`config.mk`:
```
export PLATFORM = sky130hd
export DESIGN_NAME = ysyx_23060332_lsu
export DESIGN_NICKNAME = d
export VERILOG_FILES = /design/src/rtl/ysyx_23060332_lsu.sv
export SDC_FILE = /design/constraint.sdc
export NUM_CORES = 1
export LEC_CHECK = 0
export ABC_CLOCK_PERIOD_IN_PS = 2900
export CAP_MARGIN = 20
export CORE_UTILIZATION = 30
export CTS_CLUSTER_DIAMETER = 80
export DETAILED_ROUTE_END_ITERATION = 12
export GPL_ROUTABILITY_DRIVEN = 1
export PLACE_DENSITY = 0.64
export SLEW_MARGIN = 30
export SYNTH_ARGS = -nofsm -noshare
export SYNTH_HDL_FRONTEND = slang
export SYNTH_SLANG_ARGS = --single-unit
```
`constraint.sdc`:
```
create_clock -name clk -period 2.9 [get_ports clk]
set_clock_uncertainty 0.1 [all_clocks]
set_input_delay 0.29 -clock clk [delete_from_list [all_inputs] [get_ports clk]]
set_output_delay 0.29 -clock clk [all_outputs]
set_load 0.01 [all_outputs]
```
`src/rtl/ysyx_23060332_lsu.sv`:
```
// Load/store unit: one op per handshake, single-outstanding valid/ready memory bus,
// byte-lane alignment, load extension and misaligned/bus-error/timeout reporting.
module ysyx_23060332_lsu #(
   parameter int TIMEOUT = 255,
   parameter int CNT_W   = 8
) (
   input  logic        clk,
   input  logic        rst,
   input  logic        in_valid,
   output logic        in_ready,
   input  logic        in_ren,
   input  logic        in_wen,
   input  logic [2:0]  in_func3,
   input  logic [31:0] in_addr,
   input  logic [31:0] in_wdata,
   input  logic [4:0]  in_rd,
   output logic        mem_req_valid,
   input  logic        mem_req_ready,
   output logic        mem_req_wen,
   output logic [31:0] mem_req_addr,
   output logic [31:0] mem_req_wdata,
   output logic [3:0]  mem_req_wmask,
   input  logic        mem_resp_valid,
   input  logic [31:0] mem_resp_rdata,
   input  logic        mem_resp_err,
   output logic        out_valid,
   input  logic        out_ready,
   output logic [31:0] out_rdata,
   output logic [4:0]  out_rd,
   output logic        out_reg_wen,
   output logic        out_err
);

   typedef enum logic [1:0] {
      S_IDLE = 2'd0,
      S_REQ  = 2'd1,
      S_WAIT = 2'd2,
      S_DONE = 2'd3
   } state_t;

   state_t      r_state;
   logic        r_in_ready;
   logic        r_wen;
   logic [2:0]  r_func3;
   logic [1:0]  r_sh;
   logic [CNT_W-1:0] r_cnt;
   logic        r_req_valid;
   logic        r_req_wen;
   logic [31:0] r_req_addr;
   logic [31:0] r_req_wdata;
   logic [3:0]  r_req_wmask;
   logic        r_out_valid;
   logic [31:0] r_out_rdata;
   logic [4:0]  r_out_rd;
   logic        r_out_reg_wen;
   logic        r_out_err;

   // Stores have no unsigned forms, so func3 100/101 is only legal for loads.
   function automatic logic f_bad(input logic i_store, input logic [2:0] i_f3, input logic [1:0] i_a);
      logic v_bad;
      case (i_f3)
         3'b000:         v_bad = 1'b0;
         3'b001, 3'b101: v_bad = i_a[0] | i_store;
         3'b010:         v_bad = (i_a != 2'b00);
         3'b100:         v_bad = i_store;
         default:        v_bad = 1'b1;
      endcase
      if (i_f3 == 3'b001) v_bad = i_a[0];
      else                v_bad = v_bad;
      return v_bad;
   endfunction

   function automatic logic [3:0] f_wmask(input logic [2:0] i_f3, input logic [1:0] i_sh);
      logic [3:0] v_m;
      case (i_f3[1:0])
         2'b00:   v_m = 4'b0001;
         2'b01:   v_m = 4'b0011;
         2'b10:   v_m = 4'b1111;
         default: v_m = 4'b0000;
      endcase
      return v_m << i_sh;
   endfunction

   function automatic logic [31:0] f_load(input logic [31:0] i_d, input logic [2:0] i_f3, input logic [1:0] i_sh);
      logic [31:0] v_w;
      logic [31:0] v_r;
      v_w = i_d >> {i_sh, 3'b000};
      case (i_f3)
         3'b000:  v_r = {{24{v_w[7]}}, v_w[7:0]};
         3'b001:  v_r = {{16{v_w[15]}}, v_w[15:0]};
         3'b010:  v_r = v_w;
         3'b100:  v_r = {24'h000000, v_w[7:0]};
         3'b101:  v_r = {16'h0000, v_w[15:0]};
         default: v_r = 32'h0000_0000;
      endcase
      return v_r;
   endfunction

   // Main FSM: all bus and writeback outputs are registers updated alongside the state.
   always_ff @(posedge clk) begin
      if (rst) begin
         r_state       <= S_IDLE;
         r_in_ready    <= 1'b1;
         r_wen         <= 1'b0;
         r_func3       <= 3'b000;
         r_sh          <= 2'b00;
         r_cnt         <= {CNT_W{1'b0}};
         r_req_valid   <= 1'b0;
         r_req_wen     <= 1'b0;
         r_req_addr    <= 32'h0000_0000;
         r_req_wdata   <= 32'h0000_0000;
         r_req_wmask   <= 4'b0000;
         r_out_valid   <= 1'b0;
         r_out_rdata   <= 32'h0000_0000;
         r_out_rd      <= 5'd0;
         r_out_reg_wen <= 1'b0;
         r_out_err     <= 1'b0;
      end else begin
         case (r_state)
            S_IDLE: begin
               if (in_valid) begin
                  r_in_ready    <= 1'b0;
                  r_wen         <= in_wen;
                  r_func3       <= in_func3;
                  r_sh          <= in_addr[1:0];
                  r_out_rd      <= in_rd;
                  r_out_rdata   <= 32'h0000_0000;
                  r_out_reg_wen <= 1'b0;
                  if (!in_ren && !in_wen) begin
                     r_out_err   <= 1'b0;
                     r_out_valid <= 1'b1;
                     r_state     <= S_DONE;
                  end else if (f_bad(in_wen, in_func3, in_addr[1:0])) begin
                     r_out_err   <= 1'b1;
                     r_out_valid <= 1'b1;
                     r_state     <= S_DONE;
                  end else begin
                     r_req_valid <= 1'b1;
                     r_req_wen   <= in_wen;
                     r_req_addr  <= {in_addr[31:2], 2'b00};
                     r_req_wdata <= in_wen ? (in_wdata << {in_addr[1:0], 3'b000}) : 32'h0000_0000;
                     r_req_wmask <= in_wen ? f_wmask(in_func3, in_addr[1:0]) : 4'b0000;
                     r_state     <= S_REQ;
                  end
               end
            end
            S_REQ: begin
               if (mem_req_ready) begin
                  r_req_valid <= 1'b0;
                  r_cnt       <= {CNT_W{1'b0}};
                  r_state     <= S_WAIT;
               end
            end
            S_WAIT: begin
               // A response in the final timeout cycle takes priority over the abort.
               if (mem_resp_valid) begin
                  r_out_valid   <= 1'b1;
                  r_out_err     <= mem_resp_err;
                  r_out_reg_wen <= ~r_wen & ~mem_resp_err;
                  r_out_rdata   <= (~r_wen & ~mem_resp_err) ? f_load(mem_resp_rdata, r_func3, r_sh) : 32'h0000_0000;
                  r_state       <= S_DONE;
               end else if (r_cnt == CNT_W'(TIMEOUT - 1)) begin
                  r_out_valid <= 1'b1;
                  r_out_err   <= 1'b1;
                  r_state     <= S_DONE;
               end else begin
                  r_cnt <= r_cnt + {{(CNT_W-1){1'b0}}, 1'b1};
               end
            end
            S_DONE: begin
               if (out_ready) begin
                  r_out_valid <= 1'b0;
                  r_in_ready  <= 1'b1;
                  r_state     <= S_IDLE;
               end
            end
            default: begin
               r_state    <= S_IDLE;
               r_in_ready <= 1'b1;
            end
         endcase
      end
   end

   assign in_ready      = r_in_ready;
   assign mem_req_valid = r_req_valid;
   assign mem_req_wen   = r_req_wen;
   assign mem_req_addr  = r_req_addr;
   assign mem_req_wdata = r_req_wdata;
   assign mem_req_wmask = r_req_wmask;
   assign out_valid     = r_out_valid;
   assign out_rdata     = r_out_rdata;
   assign out_rd        = r_out_rd;
   assign out_reg_wen   = r_out_reg_wen;
   assign out_err       = r_out_err;

endmodule

```
# Word-level counts from Yosys, hierarchy flattened
# Cells that the tools add are included.
# W data, S select, Z words.
# totals
input_bits	113
romBits	0
memories	0
mem_bits_rw	0
latchBits	0
ff_bits	125
# classes
order_cmp	0
n_mul	0
mux	52
bitwise_logic	6
n_shift	3
n_addsub	1
n_reduce_logical	23
div_mod_pow	0
eq_ne	24
# op_table
operator	count
$pmux W32 S5	1
$mux W32	4
$pmux W32 S2	1
$shl A32 B5 Y32	1
$shr A32 B5 Y32	1
$mux W4	6
$mux W8	3
$mux W1	21
$ne A2 B2 Y1 const B	8
$pmux W8 S2	1
$reduce_and A4 Y1	4
$mux W2	7
$eq A3 B3 Y1 const B	4
$pmux W4 S3	1
$reduce_and A5 Y1	2
$reduce_bool A2 Y1	5
$add A8 B1 Y8 const B	1
$eq A8 B8 Y1 const B	1
$pmux W1 S2	4
$pmux W2 S4	1
$eq A2 B2 Y1 const B	3
$eq A3 B1 Y1 const B	2
$eq A3 B2 Y1 const B	2
$logic_not A3 Y1	2
other kinds (15)	23

# Longest topological paths before layout
# Gate-level depths: netlist of run 1.
# logic_depth
depth_word	15
ltp_mapped	9
ltp_nobuf	7

# Worst setup path after synthesis of run 1
# No wires, ideal clock.
# synth_timing
kind	flip-flop to flip-flop
startpoint	reg r_state[0]
endpoint	reg r_out_rdata[22] (netlist: out_rdata[22])
path_stages_with_launch	10
required_time_ps	2706
synth_period_minus_slack_ps	2066
slack_ps	834
arrival_ps	1872
path_cell_list	dfxtp_1 inv_1 ha_1 and2b_1 nand3b_4 buf_6 nor3_4 nand3_4 buf_6 o311ai_2
# synth_via
elab_chain_len	3
word_cells_on_any_way	7
# synth_rtl
element	line	rtl
from (decl)	41	state_t r_state;
from (signal assigned)	102	r_state <= S_IDLE;
from (signal assigned)	132	r_state <= S_DONE;
from (signal assigned)	136	r_state <= S_DONE;
$eq A2 B2 Y1 or $logic_not A2 Y1 (tied branches)	119	case (r_state)
$ne A2 B2 Y1 (no source line) or $reduce_bool A2 Y1 (tied branches)	--	
$reduce_and A3 Y1 (no source line)	--	
to (signal assigned)	160	r_out_rdata <= (~r_wen & ~mem_resp_err) ? f_load(mem_resp_rdata, r_func3, r_sh) : 32'h0000_0000;
to (decl)	53	logic [31:0] r_out_rdata;
# Several ways; a longest one is shown, not always the timed one.
# A chain may end at the register's enable or synchronous reset.

# Worst setup path after layout of run 1
# layout_timing
startpoint	reg r_state[0]
endpoint	reg r_out_rdata[23] (netlist: out_rdata[23])
# Same word-level chain as after synthesis.

==> results of run 1 <==
-- registers in the layout, summed over array words and instances, names as in the netlist --
name	cells
out_rd	5
in_ready	1
r_wen	1
mem_req_addr	30
out_err	1
out_reg_wen	1
out_rdata	32
mem_req_valid	1
out_valid	1
mem_req_wen	1
r_func3	3
r_sh	2
r_cnt	8
mem_req_wdata	32
mem_req_wmask	4
r_state	2
-- layer usage --
| layer | global-route usage | up-vias | part of all wire |
|---|---|---|---|
| met3 | 0.0645 | 23 | 0.067 |
| met2 | 0.296 | 160 | 0.47 |
| li1 | - | 2795 | - |
| met1 | 0.238 | 2522 | 0.45 |
| met4 | 0.0618 | 0 | 0.016 |
| met5 | 0 | - | 0 |
-- Yosys cell counts (2+ instances only) --
cell,number
o211ai_1,3
nand2b_1,6
nand3b_1,3
nor2_4,2
xnor2_1,6
nand2_1,158
mux2i_1,46
a21oi_1,62
dfxtp_1,125
clkbuf_1,22
buf_6,2
ha_1,11
a211o_1,7
a22oi_1,11
and2_1,3
or2_2,2
nor2_1,43
o21ai_0,31
inv_1,10
nand3_1,5
nor3_1,2
nand4_1,4
buf_1,5
o21ai_1,3
buf_4,2
a211oi_1,2
nor2b_1,13
a22o_1,9
a32oi_1,24
o2bb2ai_1,9
o311ai_0,5
buf_2,17
-- through the flow --
| stage | util | instance area (sq um) | instances | setup WS (ns) | hold WS [ns] |
|---|---|---|---|---|---|
| 3_5_place_dp | 0.437 | 8200 | 1101 | 0.319 | 0.346 |
| 3_3_place_gp | 0.437 | 8200 | 1101 | 0.416 | 0.336 |
| 2_1_floorplan | - | 5770 | 679 | 0.834 | 0.297 |
| 4_1_cts | 0.469 | 8800 | 1133 | 0.347 | 0.139 |
| 5_1_grt | 0.469 | 8800 | 1133 | 0.173 | 0.218 |
| 6_report | 0.469 | 8800 | 1134 | 0.383 | 0.156 |
-- logic make-up after synthesis --
| group | share of synthesized area |
|---|---|
| flip-flops | 0.434 |
| AND/OR/NAND/NOR | 0.196 |
| buffers and inverters | 0.0462 |
| XOR/XNOR | 0.00911 |
| adder cells (fa/ha/maj) | 0.0239 |
| other | 0.000650 |
| multiplexers | 0.0857 |
| AO/OA/AOI/OAI | 0.204 |
-- cells in the final DEF (no fill, tap or decap), types with 2 or more instances in the layout --
master / Yosys / final
clkdlybuf4s50_1: 0 / 220
nand2_1: 158 / 158
dfxtp_1: 125 / 125
a21oi_1: 62 / 61
mux2i_1: 46 / 46
nor2_1: 43 / 43
o21ai_0: 31 / 31
a32oi_1: 24 / 24
clkbuf_16: 0 / 17
buf_4: 2 / 14
nor2b_1: 13 / 13
a22oi_1: 11 / 11
ha_1: 11 / 11
inv_1: 10 / 10
o2bb2ai_1: 9 / 9
a22o_1: 9 / 9
a211o_1: 7 / 7
nand2b_1: 6 / 6
xnor2_1: 6 / 6
nand3_1: 5 / 5
o311ai_0: 5 / 5
inv_6: 0 / 5
nand4_1: 4 / 4
and2_1: 3 / 3
o211ai_1: 3 / 3
nand3b_1: 3 / 3
clkinvlp_4: 0 / 3
clkinv_4: 0 / 3
or2_2: 2 / 2
nor2_4: 2 / 2
o21ai_1: 3 / 2
a211oi_1: 2 / 2
nor3_1: 2 / 2
conb_1: 1 / 2
bufinv_16: 0 / 2
buf_12: 0 / 2
-- worst register-to-register path, delay by kind of cell (launching register included) --
| family | cells | cell delay (ns) |
|---|---|---|
| DFF | 1 | 0.38 |
| and+or+nand+nor | 4 | 1.40 |
| AOI/OAI and AO/OA | 1 | 0.20 |
| buffers and inverters | 1 | 0.10 |
| adders and majority gates | 1 | 0.29 |
-- power groups by stage --
stage | Combinational, mW | Sequential, mW | Clock, mW
2_1_floorplan | 0.901 | 1.99 | 0
4_1_cts | 1.50 | 1.94 | 2.21
5_1_grt | 1.65 | 1.96 | 2.30
3_3_place_gp | 1.49 | 1.97 | 0
6_report | 1.49 | 1.94 | 2.16
3_5_place_dp | 1.49 | 1.97 | 0
-- final cells by class --
class / instances / area, sq um
Fill cell: 1800 / 9970
Multi-Input combinational cell: 495 / 3020
Sequential cell: 125 / 2500
Timing Repair Buffer: 237 / 2350
Clock buffer: 18 / 439
Tap cell: 234 / 293
Clock inverter: 14 / 158
Inverter: 10 / 37.5
Antenna cell: 1 / 2.50
-- worst paths after layout --
kind	to	slack (ns)	cells past startpoint	startpoint
hold / removal	in_ready$_SDFFE_PP1P_	0.16	3	rst
setup / recovery	out_rdata[23]$_SDFFE_PP0P_	0.38	7	r_state[0]$_SDFFE_PP0P_
setup reg to reg	out_rdata[23]$_SDFFE_PP0P_	0.38	7	r_state[0]$_SDFFE_PP0P_
hold reg to reg	mem_req_addr[20]$_SDFFE_PP0P_	0.35	2	mem_req_addr[20]$_SDFFE_PP0P_
==> flow_summary.toml, run 1 <==
[cts]
postCtsSetupRepairBufs = 0
cts_buffers = 17
cts.path.max_buffers = 2
post_cts_resized = 0
cts_hold_buffers = 0
clk_latency_ns = 0.41
cts_tree = "done"
htree_num_levels = 4
root_buffer = "clkbuf_16"
clock_sink_count = 125
path_clk_slew_ns = 0.06

[critical_path]
cpLargestDelayFamily = "simple AND/OR/NAND/NOR gates"
end_kind = "flop"
required_ns = 3.15
critPathMaxStageDelay_ns = 0.73
startpoint_type = "flop"
cpMaxStageDelayCell = "and2_1"
crit_type = "flop to flop"
crit_buf_inv = 1
arrival_ns = 2.76
cp_cell_sequence = "inv_1, ha_1, or2_2, nand3b_4, and2_1, a22oi_1, nand2_1"
path_max_fanout = 24

[routing]
drt_wl_total_um = 18100
first_pass_iters = 4
wire_per_inst_um = 16.0
drcViolationCount = 0
drt_iter0_markers = 260
ant_nets = 0
vias = 5500
via_per_inst = 4.85

[grt]
grt_overflow = 0
grt_max_degree = 78
grt_pass1_vias = 5376
grt_first_pass_wirelength_um = 28900
grt.total_usage = 0.187
antenna_found_initial = 1

[yosys]
synth_seq_area_share = 0.434
synth_top_cells_by_area = "dfxtp_1, nand2_1, mux2i_1"
yosys.area.top_type = "dfxtp_1"
synth_flop_cell = "dfxtp_1"
ys_seq_elements = 125
ys_warn_count = 0
synth_edf_count = 0
synth_top_area_share = 0.434
avgSynthCellArea_sq_um = 8.51
async_flop_share = 0
ys_types = 57
postSynthCellCount = 678
synth_area_sq_um = 5770

[power_and_ir_drop]
power_mw = 5.58
switching_power_mw = 1.78
seq_power_share = 0.347
share_comb_of_total_power = 0.267
p_int_mw = 3.81
vdd_ir_drop_max_uv = 412
power_frac_clock = 0.386
p_leak_nw = 3.22
p_per_area_nw_per_um2 = 634
p_sw_frac = 0.318

[sta]
max_clock_freq_mhz = 397
rsz0062_at_grt = "no"
hold_viol = 0
setup_violations = 0
fin_tns_setup_ns = 0
relSlewSlack = 0.411
finalCritPeriodShare = 0.868
drv_slew = 0
worst_pin_slew_ns = 0.884
min_period_ns = 2.52

[floorplan]
start_util = 0.307
rows = 50
die_h_um = 141
die_x_um = 141
die-area_sq_um = 19800
coreArea_sq_um = 18800
pin_count = 224

[run]
cap_violations = 0

[placed_design]
io_buffers = 221
dpl.hpwl_um = 13100
gp_congestion = 0.799

[finish]
syn_to_final_growth_pct = 52.6
drive_gt1_frac = 0.0734
fin_nets = 1010

[status]
outcome = "complete, no violations"

[worst_hold_path]
min_path_type = "input pin to flop"
No activity file was read; power rests on OpenSTA's default activity.
==> inputs of run 2 (changes only) <==
HOLD_SLACK_MARGIN = 0.08   (was default)
==> results of run 2 <==
The final DEF is identical to that of run 1; final timing and power are the same.
==> inputs of run 3 (changes only) <==
MAX_ROUTING_LAYER = met4   (was default)
==> run 3 against run 2 <==
Net effect:
- maximum frequency fell by 0.40%
- sequential power is essentially flat
- flip-flop and latch count did not move
- hold slack better by 0.0015 ns
- highest routed layer unchanged
==> flow_summary.toml, run 3 (synthesis results as in run 1) <==
[routing]
first_pass_iters = 4
ant_nets = 0
drt_wl_total_um = 18200
via_per_inst = 4.87
vias = 5518
drt_iter0_markers = 247
wire_per_inst_um = 16.0
drcViolationCount = 0

[power_and_ir_drop]
p_int_mw = 3.81
switching_power_mw = 1.78
share_comb_of_total_power = 0.267
vdd_ir_drop_max_uv = 409
p_per_area_nw_per_um2 = 635
p_sw_frac = 0.318
power_frac_clock = 0.386
seq_power_share = 0.347
p_leak_nw = 3.22

[finish]
drive_gt1_frac = 0.0734
fin_cells = 1134
design_area_sq_um = 8800
fin_nets = 1010
syn_to_final_growth_pct = 52.6
final_common_cell = "clkdlybuf4s50_1"
mostFrequentLayoutCells = "clkdlybuf4s50_1, nand2_1, dfxtp_1"
nFillCells = 1800

[cts]
cts_tree = "done"
cts.path.max_buffers = 2
cts_hold_buffers = 0
clk_latency_ns = 0.41
htree_num_levels = 4
path_clk_slew_ns = 0.06
postCtsSetupRepairBufs = 0
root_buffer = "clkbuf_16"
cts_buffers = 17
post_cts_resized = 0
clock_sink_count = 125

[worst_hold_path]
min_path_type = "input pin to flop"

[grt]
grt_max_degree = 78
grt_pass1_vias = 5363
antenna_found_initial = 1
grt_first_pass_wirelength_um = 28900
grt_overflow = 0
grt.total_usage = 0.193

[sta]
setup_ws_ns = 0.373
finalCritPeriodShare = 0.871
setup_violations = 0
relSlewSlack = 0.406
rsz0062_at_grt = "no"
fin_tns_setup_ns = 0
worst_pin_slew_ns = 0.891
drv_slew = 0
max_clock_freq_mhz = 396
hold_viol = 0
min_period_ns = 2.53

[critical_path]
path_max_fanout = 24
required_ns = 3.15
startpoint_type = "flop"
crit_type = "flop to flop"
arrival_ns = 2.77
end_kind = "flop"

[floorplan]
die-area_sq_um = 19800
rows = 50
pin_count = 224
die_h_um = 141
die_x_um = 141
coreArea_sq_um = 18800
start_util = 0.307

[placed_design]
placedInstanceArea_sq_um = 8200
io_buffers = 221
gp_congestion = 0.811
dpl.hpwl_um = 13100
place_ws_ns = 0.319
placed_cells = 1101

[status]
outcome = "complete, no violations"

[run]
cap_violations = 0
run 3: worst paths after layout:
kind                                                     from  cells past startpoint                       endpoint  slack [ns]
worst min-delay path                                      rst                      3          in_ready$_SDFFE_PP1P_        0.16
worst max register to register        r_state[0]$_SDFFE_PP0P_                      7     out_rdata[23]$_SDFFE_PP0P_        0.37
worst max-delay path                  r_state[0]$_SDFFE_PP0P_                      7     out_rdata[23]$_SDFFE_PP0P_        0.37
worst min register to register  mem_req_addr[20]$_SDFFE_PP0P_                      2  mem_req_addr[20]$_SDFFE_PP0P_        0.35
run 3: critical path, stage by stage, from the launching register on:
cell      delay (ns)
dfxtp_1         0.38
inv_1           0.10
ha_1            0.29
or2_2           0.37
nand3b_4        0.19
and2_1          0.74
a22oi_1         0.20
nand2_1         0.10
run 3: layout make-up:
cell class,instances,area [sq um],share of cell area
Clock inverter,14,158,0.0179
Tap cell,234,293,0.0333
Clock buffer,18,439,0.0499
Inverter,10,37.5,0.00426
Timing Repair Buffer,237,2350,0.267
Multi-Input combinational cell,495,3020,0.343
Antenna cell,1,2.50,0.000284
Sequential cell,125,2500,0.284
run 3: per-stage QoR:
step                utilization  power, mW  hold slack [ns]
floorplan                     -       2.89            0.297
global placement          0.437       3.46            0.336
detailed placement        0.437       3.47            0.346
CTS                       0.469       5.65            0.139
global route              0.469       5.91            0.218
finish                    0.469       5.59            0.157
run 3: power by group through the flow:
stage	clock network [mW]	logic [mW]	registers (mW)
floorplan	0	0.901	1.99
global placement	0	1.49	1.97
detailed placement	0	1.49	1.97
CTS	2.21	1.50	1.94
global route	2.30	1.65	1.96
finish	2.16	1.49	1.94
run 3: routing by layer:
layer / GRT usage / routed length, um / up-vias / share of wire
li1: - / - / 2795 / -
met1: 0.242 / 8350 / 2543 / 0.46
met2: 0.295 / 8460 / 160 / 0.47
met3: 0.0577 / 1100 / 20 / 0.061
met4: 0.0652 / 259 / 0 / 0.014
met5: - / 0 / - / 0
